`src/rtl/iob_ram_sp_rd_stream.sv`:
```
// rtl/iob_ram_sp_rd_stream.sv - streams a block of consecutive single-port RAM words over valid/ready
// Optional read-and-clear mode: define RAM_RD_STREAM_CLEAR_EN (each read followed by a zero write).
module iob_ram_sp_rd_stream #(
  parameter int DATA_W = 8,
  parameter int ADDR_W = 14,
  parameter int LEN_W  = 15
) (
  input  logic              clk,
  input  logic              rst,
  input  logic              start,
  input  logic [ADDR_W-1:0] start_addr,
  input  logic [LEN_W-1:0]  len,
  output logic              busy,
  output logic              done,
  output logic              ram_en,
  output logic              ram_we,
  output logic [ADDR_W-1:0] ram_addr,
  output logic [DATA_W-1:0] ram_din,
  input  logic [DATA_W-1:0] ram_dout,
  output logic              m_valid,
  output logic [DATA_W-1:0] m_data,
  input  logic              m_ready
);

  typedef enum logic [1:0] {IDLE, READ, DRAIN} state_t;

  state_t            state, state_nxt;
  logic [ADDR_W-1:0] addr_q, addr_nxt;
  logic [LEN_W-1:0]  len_q, len_nxt;
  logic [LEN_W-1:0]  rd_cnt, rd_cnt_nxt;
  logic [LEN_W-1:0]  pop_cnt, pop_cnt_nxt;
  logic              in_flight;
  logic              zero_done;
  logic              issue;
  logic              done_xfer;
  logic              wr_phase, wr_phase_nxt;

  logic [DATA_W-1:0] fifo_mem [2];
  logic              wr_ptr, rd_ptr;
  logic [1:0]        occ;
  logic [1:0]        total;
  logic              pop, fifo_push, fifo_pop, room, last_rd, last_pop;

  // The word in flight counts as already queued: it is presented straight from
  // ram_dout and only written into the FIFO if the sink does not take it.
  assign m_valid   = (occ != 2'd0) | in_flight;
  assign m_data    = (occ != 2'd0) ? fifo_mem[rd_ptr] : (in_flight ? ram_dout : '0);
  assign pop       = m_valid & m_ready;
  assign fifo_pop  = pop & (occ != 2'd0);
  assign fifo_push = in_flight & ~(pop & (occ == 2'd0));
  assign total     = occ + {1'b0, in_flight};
  assign room      = (total < 2'd2) | pop;
  assign last_rd   = (rd_cnt == len_q - 1'b1);
  assign last_pop  = (pop_cnt == len_q - 1'b1);

  assign busy    = (state != IDLE);
  assign done    = zero_done | done_xfer;
  assign ram_din = '0;

  always_comb begin
    state_nxt    = state;
    addr_nxt     = addr_q;
    len_nxt      = len_q;
    rd_cnt_nxt   = rd_cnt;
    pop_cnt_nxt  = pop_cnt;
    wr_phase_nxt = wr_phase;
    ram_en       = 1'b0;
    ram_we       = 1'b0;
    ram_addr     = '0;
    issue        = 1'b0;
    done_xfer    = 1'b0;
    case (state)
      IDLE: begin
        if (start && (len != '0)) begin
          state_nxt    = READ;
          addr_nxt     = start_addr;
          len_nxt      = len;
          rd_cnt_nxt   = '0;
          pop_cnt_nxt  = '0;
          wr_phase_nxt = 1'b0;
        end
      end
      READ: begin
`ifdef RAM_RD_STREAM_CLEAR_EN
        if (wr_phase) begin
          ram_en       = 1'b1;
          ram_we       = 1'b1;
          ram_addr     = addr_q;
          addr_nxt     = addr_q + 1'b1;
          wr_phase_nxt = 1'b0;
          if (rd_cnt == len_q) state_nxt = DRAIN;
        end else if (room) begin
          ram_en       = 1'b1;
          ram_addr     = addr_q;
          issue        = 1'b1;
          rd_cnt_nxt   = rd_cnt + 1'b1;
          wr_phase_nxt = 1'b1;
        end
`else
        if (room) begin
          ram_en     = 1'b1;
          ram_addr   = addr_q;
          issue      = 1'b1;
          addr_nxt   = addr_q + 1'b1;
          rd_cnt_nxt = rd_cnt + 1'b1;
          if (last_rd) state_nxt = DRAIN;
        end
`endif
      end
      DRAIN: ;
      default: state_nxt = IDLE;
    endcase
    // In clear mode the final word can leave during its own write cycle, so the
    // completion check overrides whatever READ decided.
    if ((state != IDLE) && pop) begin
      pop_cnt_nxt = pop_cnt + 1'b1;
      if (last_pop) begin
        done_xfer = 1'b1;
        state_nxt = IDLE;
      end
    end
  end

  always_ff @(posedge clk or posedge rst) begin
    if (rst) begin
      state     <= IDLE;
      addr_q    <= '0;
      len_q     <= '0;
      rd_cnt    <= '0;
      pop_cnt   <= '0;
      wr_phase  <= 1'b0;
      in_flight <= 1'b0;
      zero_done <= 1'b0;
      wr_ptr    <= 1'b0;
      rd_ptr    <= 1'b0;
      occ       <= 2'd0;
    end else begin
      state     <= state_nxt;
      addr_q    <= addr_nxt;
      len_q     <= len_nxt;
      rd_cnt    <= rd_cnt_nxt;
      pop_cnt   <= pop_cnt_nxt;
      wr_phase  <= wr_phase_nxt;
      in_flight <= issue;
      zero_done <= (state == IDLE) && start && (len == '0);
      if (fifo_push) wr_ptr <= ~wr_ptr;
      if (fifo_pop)  rd_ptr <= ~rd_ptr;
      occ <= occ + {1'b0, fifo_push} - {1'b0, fifo_pop};
    end
  end

  always_ff @(posedge clk) begin
    if (fifo_push) fifo_mem[wr_ptr] <= ram_dout;
  end

endmodule

```
`config.mk`:
```
export PLATFORM = sky130hd
export DESIGN_NAME = iob_ram_sp_rd_stream
export DESIGN_NICKNAME = d
export VERILOG_FILES = /design/src/rtl/iob_ram_sp_rd_stream.sv
export SDC_FILE = /design/constraint.sdc
export NUM_CORES = 1
export LEC_CHECK = 0
export BUFFER_PORTS_ARGS = -buffer_cell sky130_fd_sc_hd__buf_2
export CAP_MARGIN = 20
export CORE_ASPECT_RATIO = 2
export CORE_MARGIN = 2
export CORE_UTILIZATION = 52
export CTS_CLUSTER_DIAMETER = 40
export DETAILED_ROUTE_END_ITERATION = 8
export PLACE_DENSITY = 0.87
export SLEW_MARGIN = 30
export SYNTH_ARGS = -nofsm -noshare
export SYNTH_HDL_FRONTEND = slang
export SYNTH_SLANG_ARGS = --single-unit
```
`constraint.sdc`:
```
create_clock -name clk -period 2.5 [get_ports clk]
set_input_delay 0.25 -clock clk [delete_from_list [all_inputs] [get_ports clk]]
set_output_delay 0.25 -clock clk [all_outputs]
set_load 0.01 [all_outputs]
```
# Yosys cells after proc, flatten, opt, wreduce, memory -nomap -nowiden
# Memories as Yosys holds them, arrays and structs flattened.
# Index checks and enable logic that the tools add are counted.
# op_classes
n_addsub	7
n_lt_le_gt_ge	1
eq_ne	6
n_mux	24
bitwise	10
reduce_logical	16
# ops
op	count
15-bit 2-to-1 mux	4
14-bit 2-to-1 mux	4
15-bit by 1-bit adder with 15-bit output (second input constant)	2
15-bit equality test	2
15-bit case mux with 2 select lines	1
14-bit case mux with 2 select lines	1
8-bit 2-to-1 mux	2
15-bit logical NOT	1
15-bit nonzero test	1
15-bit by 1-bit subtractor with 15-bit output (second input constant)	1
14-bit by 1-bit adder with 14-bit output (second input constant)	1
2-bit 2-to-1 mux	5
2-bit nonzero test	5
1-bit 2-to-1 mux	6
2-bit case mux with 3 select lines	1
2-bit by 1-bit adder with 2-bit output	2
1-bit AND	4
1-bit logical AND	4
2-bit logical NOT	2
2-bit != test (second input constant)	2
2-bit AND reduction	2
1-bit inverter	3
1-bit OR	3
3-bit AND reduction	1
other kinds (4)	4
# totals
reg_bits	67
ram_bits	16
in_bits	41
output_inout_bits	35
wordCells	75
n_memories	1
# memory_table
memory	words	word_bits	read_ports	rd_ports_with_merged_regs	wr	line	text
fifo_mem	2	8	1	0	1	38	logic [DATA_W-1:0] fifo_mem [2];

# Depth between registers and ports, before layout
# depth
word_depth	8
ltp_mapped	10

# Least setup slack after synthesis
# OpenSTA, ideal clock, no wires.
# synth_path
kind	register -> output
startpoint	register len_q[2]
endpoint	output done
t_arrival_ps	2416
t_required_ps	2250
setup_slack_ps	-166
stages_incl_launch_ff	10
path_cell_list	dfrtp_1 -> buf_6 -> or4_1 -> buf_6 -> o21ai_1 -> a21oi_1 -> or4_1 -> a2111oi_2 -> nand4_1 -> nand2b_1
# synth_via
elab_chain_len	5
# synth_lines
element	line	text
start, declared	29	logic [LEN_W-1:0] len_q, len_nxt;
start signal, assigned	140	len_q <= len_nxt;
15-bit by 1-bit subtractor with 15-bit output	54	assign last_pop = (pop_cnt == len_q - 1'b1);
15-bit equality test	54	
1-bit 2-to-1 mux	117	if (last_pop) begin
1-bit 2-to-1 mux	115	if ((state != IDLE) && pop) begin
1-bit OR	57	assign done = zero_done | done_xfer;
end, declared	14	output logic done,
# No other way between the ends.

# Final worst setup path
# layout_path
startpoint	register len_q[0]
endpoint	output done
# Same word-level chain as after synthesis.

==> summary.md <==
| Metric | Value |
|---|---|
| Share of cells above drive strength 1 | `26.4%` |
| Most utilized layer in the global route result | `met2` |
| CTS tree | `yes` |
| Global Route met3 Usage | `6.44%` |
| TritonCTS Sinks | `83` |
| Comb power frac | `54.5%` |
| DRC | `0` |
| Fin. Hold Viols | `8` |
| Die Wd | `73.1 um` |
| Initial DRC Count | `376` |
| First-pass GRT wire length | `23100 um` |
| Htree depth | `3` |
| CTS Buf Count | `9` |
| Area contributors post-synth | `dfrtp_1 34%, edfxtp_1 9.7%, nand2_1 6.1%` |
| Final setup TNS | `-0.874 ns` |
| Die area | `0.0104 mm2` |
| Total Power | `8.17 mW` |
| Number of antenna violations at the first check in global routing | `0` |
| Slowest CP cell | `or4_4` |
| LEAKAGE | `2.79 nW` |
| Nets@finish | `720` |
| GRT overflow | `0` |
| WP data required | `2.25 ns` |
| Slew HR | `53.2%` |
| Fill count | `706` |
| Mapped Cells | `560` |
| All-Layer GR Usage | `29.4%` |
| Number of synthesized register bits | `83` |
| Outcome | `finished with violations` |
| P&R area growth vs syn | `26.3%` |
| Root Driver | `clkbuf_16` |
| Startpoint types | `register` |
| CP Max Fanout | `3` |
| Prevailing post-synth register cell | `dfrtp_1` |
| Pin count of the biggest net entering global routing | `38` |
| # IOs | `76` |
| Worst Tran Pin Value | `0.699 ns` |
| Internal Power | `4.69 mW` |
| Critical path arrival | `2.84 ns` |
| First-pass detailed-route iteration total | `6` |
| Worst setup path category | `reg2out` |
| Avg Cell Area, Syn | `8.88 um2` |
| Clock period minus worst slack | `3.09 ns` |
| PwrDens | `1300 mW/mm2` |
| Buffers on Ports | `66` |
| Post-route insts no fill | `782` |
| Routing usage on met2 | `49.2%` |
| Core Rows | `50` |
| Worst hold path type | `in2async` |
| Die height | `142 um` |
| Post-route setup slack | `-0.586 ns` |
| Hold WS | `-0.00842 ns` |
| Starting density of the core | `53.3%` |
| Buf+Inv Stages, Crit Path | `2` |
| Ys async rst share | `80.7%` |
| Failing checks | `hold timing, setup timing` |
| CP most frequent cell | `or4_4` |
| CORE AREA | `0.00932 mm2` |
| Synth top area share | `33.7%` |
| Max Cap Violations | `0` |
| Post-synthesis sequential area ratio | `43.4%` |
| Vias in the first global route | `4839` |
| Post-synth EDFFs | `16` |
| Seq pwr share | `28.4%` |
| Post-route ant nets | `0` |
| Net Sw Frac | `42.6%` |
| CP Capture Type | `output port` |
| Final setup violation count | `3` |
| Worst skew pair latency | `0.35 ns` |
| Worst-path clk slew | `0.07 ns` |
| Pins Over Slew Limit | `0` |
| Via density per instance | `6.10` |
| Vias | `4769` |
| DP Wirelength | `11000 um` |
| Fmax achieved | `0.324 GHz` |
| DP Cell Count | `762` |
| Clock Skew | `0.00670 ns` |
| Clk pwr share | `17.1%` |
| Cell family with most CP delay | `simple AND/OR/NAND/NOR gates` |
| Mapped Area | `0.00497 mm2` |
| Hold-fix buffers at CTS | `0` |
| Period utilization | `123%` |
| RePlAce Congestion | `0.994` |
| Post-Route WL | `14500 um` |
| Area leader, netlist | `dfrtp_1` |
| CP peak stage delay | `0.58 ns` |
| Clock tree buffer depth | `2` |
| Post-synthesis cell type count | `69` |
| WL per Instance | `18.6 um` |
| RSZ-0062 raised after global routing | `true` |
| Switching pwr | `3.48 mW` |
| Worst-path cell chain | `or4_4, buf_6, nor3_4, a21oi_1, or4_4, a2111oi_4, nand4_1, nand2b_1, buf_2` |
| ANT cells | `0` |
| Max VDD drop | `0.000629 V` |
| Synth Warn # | `0` |
| GR Layer Usage met1 | `28.5%` |
==> path summary, 6_finish.rpt <==
| check | startpoint | cells after the start | slack, ns | end |
|---|---|---|---|---|
| setup / recovery | len_q[0] | 9 | -0.59 | done |
| hold / removal | rst | 2 | -0.008 | pop_cnt[11] |
| setup reg to reg | len_q[0] | 9 | -0.16 | state[1] |
| hold reg to reg | wr_ptr | 1 | 0.50 | wr_ptr |
| max in group asynchronous | rst | 3 | 1.87 | addr_q[10] |
| min in group clk | ram_dout[7] | 1 | 0.10 | fifo_mem[1][7] |
==> worst reg2reg max path: cells and delay by family (launching register included) <==
kind                   cells  cell delay [ns]
DFF                        1             0.41
buffers and inverters      2             0.32
and+or+nand+nor            4             1.30
AOI/OAI and AO/OA          3             0.50
==> registers in the layout, indices dropped and copies added, names as in the netlist <==
name / flops
rd_cnt: 15
rd_ptr: 1
pop_cnt: 15
state: 2
wr_ptr: 1
addr_q: 14
len_q: 15
occ: 2
in_flight: 1
fifo_mem: 16
zero_done: 1
==> metal layers <==
| layer | vias up | wire length [um] |
|---|---|---|
| met5 | - | 0 |
| met4 | 0 | 1390 |
| met3 | 90 | 710 |
| met2 | 223 | 7560 |
| met1 | 2227 | 4880 |
| li1 | 2229 | - |
==> cells by family after synthesis <==
logic type	count (synthesis)	synth area share (%)
muxes	10	2.01
other	1	0.0754
xor gates and xnor gates	46	8.38
AOI/OAI and AO/OA	117	14.8
buffers and inverters	50	5.11
DFF	83	43.4
adders and majority gates	6	1.51
and+or+nand+nor	247	24.7
==> metrics by stage <==
step                util [%]  worst slack, ns  instance area (um2)
global route            67.4           -0.710                 6280
floorplan                  -          -0.0899                 5040
global placement        62.0           -0.376                 5780
CTS                     66.9           -0.520                 6240
detailed placement      62.0           -0.369                 5780
finish                  67.4           -0.586                 6280
==> power groups by stage <==
stage	registers, mW	clock network [mW]	logic, mW
2_1_floorplan	2.20	0	2.68
3_3_place_gp	2.28	0	3.96
3_5_place_dp	2.32	0	4.09
4_1_cts	2.31	1.41	4.35
5_1_grt	2.39	1.47	4.87
6_report	2.32	1.39	4.46
==> area by class of cell <==
class	count	area [um2]	area share (%)
Clock inverter	7	81.3	1.30
Timing Repair Buffer	134	865	13.8
Clock buffer	9	225	3.59
Multi-Input combinational cell	435	2780	44.3
Inverter	10	37.5	0.598
Tap cell	104	130	2.07
Sequential cell	83	2160	34.3
==> layout by cell type, fill, tap and decap left out, types with 3 or more instances in the layout <==
master     netlist  layout
clkbuf_16        0       9
o21ai_1          1       4
nand2_1         81      81
or3_1            8       8
a31oi_1          5       5
mux2i_1         10      10
a21oi_1         23      23
o22ai_1          8       8
inv_1           10       7
nor2_1          46      44
nor3_1           3       3
or4_4            1       4
o31ai_1          6       5
buf_6            4       3
nand4_1         12      12
buf_2            2      66
nand3_1         37      37
ha_1             6       5
xor2_1          18      17
edfxtp_1        16      16
buf_4            9      64
dfrtp_1         67      67
nand2b_1         5       5
conb_1           1       9
xnor2_1         27      25
inv_2            0       3
o211ai_1         6       6
o21ai_0         40      37
and3_1          24      24
nor4_1           9       6
a211oi_1         3       3
==> Yosys cell counts (4+ instances only) <==
cell type	instances
nand2_1	81
dfrtp_1	67
nor2_1	46
o21ai_0	40
nand3_1	37
xnor2_1	27
and3_1	24
a21oi_1	23
clkbuf_1	23
xor2_1	18
edfxtp_1	16
nand4_1	12
inv_1	10
mux2i_1	10
buf_4	9
nor4_1	9
o22ai_1	8
or3_1	8
ha_1	6
o211ai_1	6
o31ai_1	6
a31oi_1	5
nand2b_1	5
buf_6	4
==> what timing repair did <==
item | in CTS | in global routing
setup endpoints to repair | 3 | 3
gates resized for setup | 21 | 13
buffers inserted | 9 | 0
gates cloned | 0 | 0
pin swaps | 13 | 13
Power figures use the tool's default switching activity.
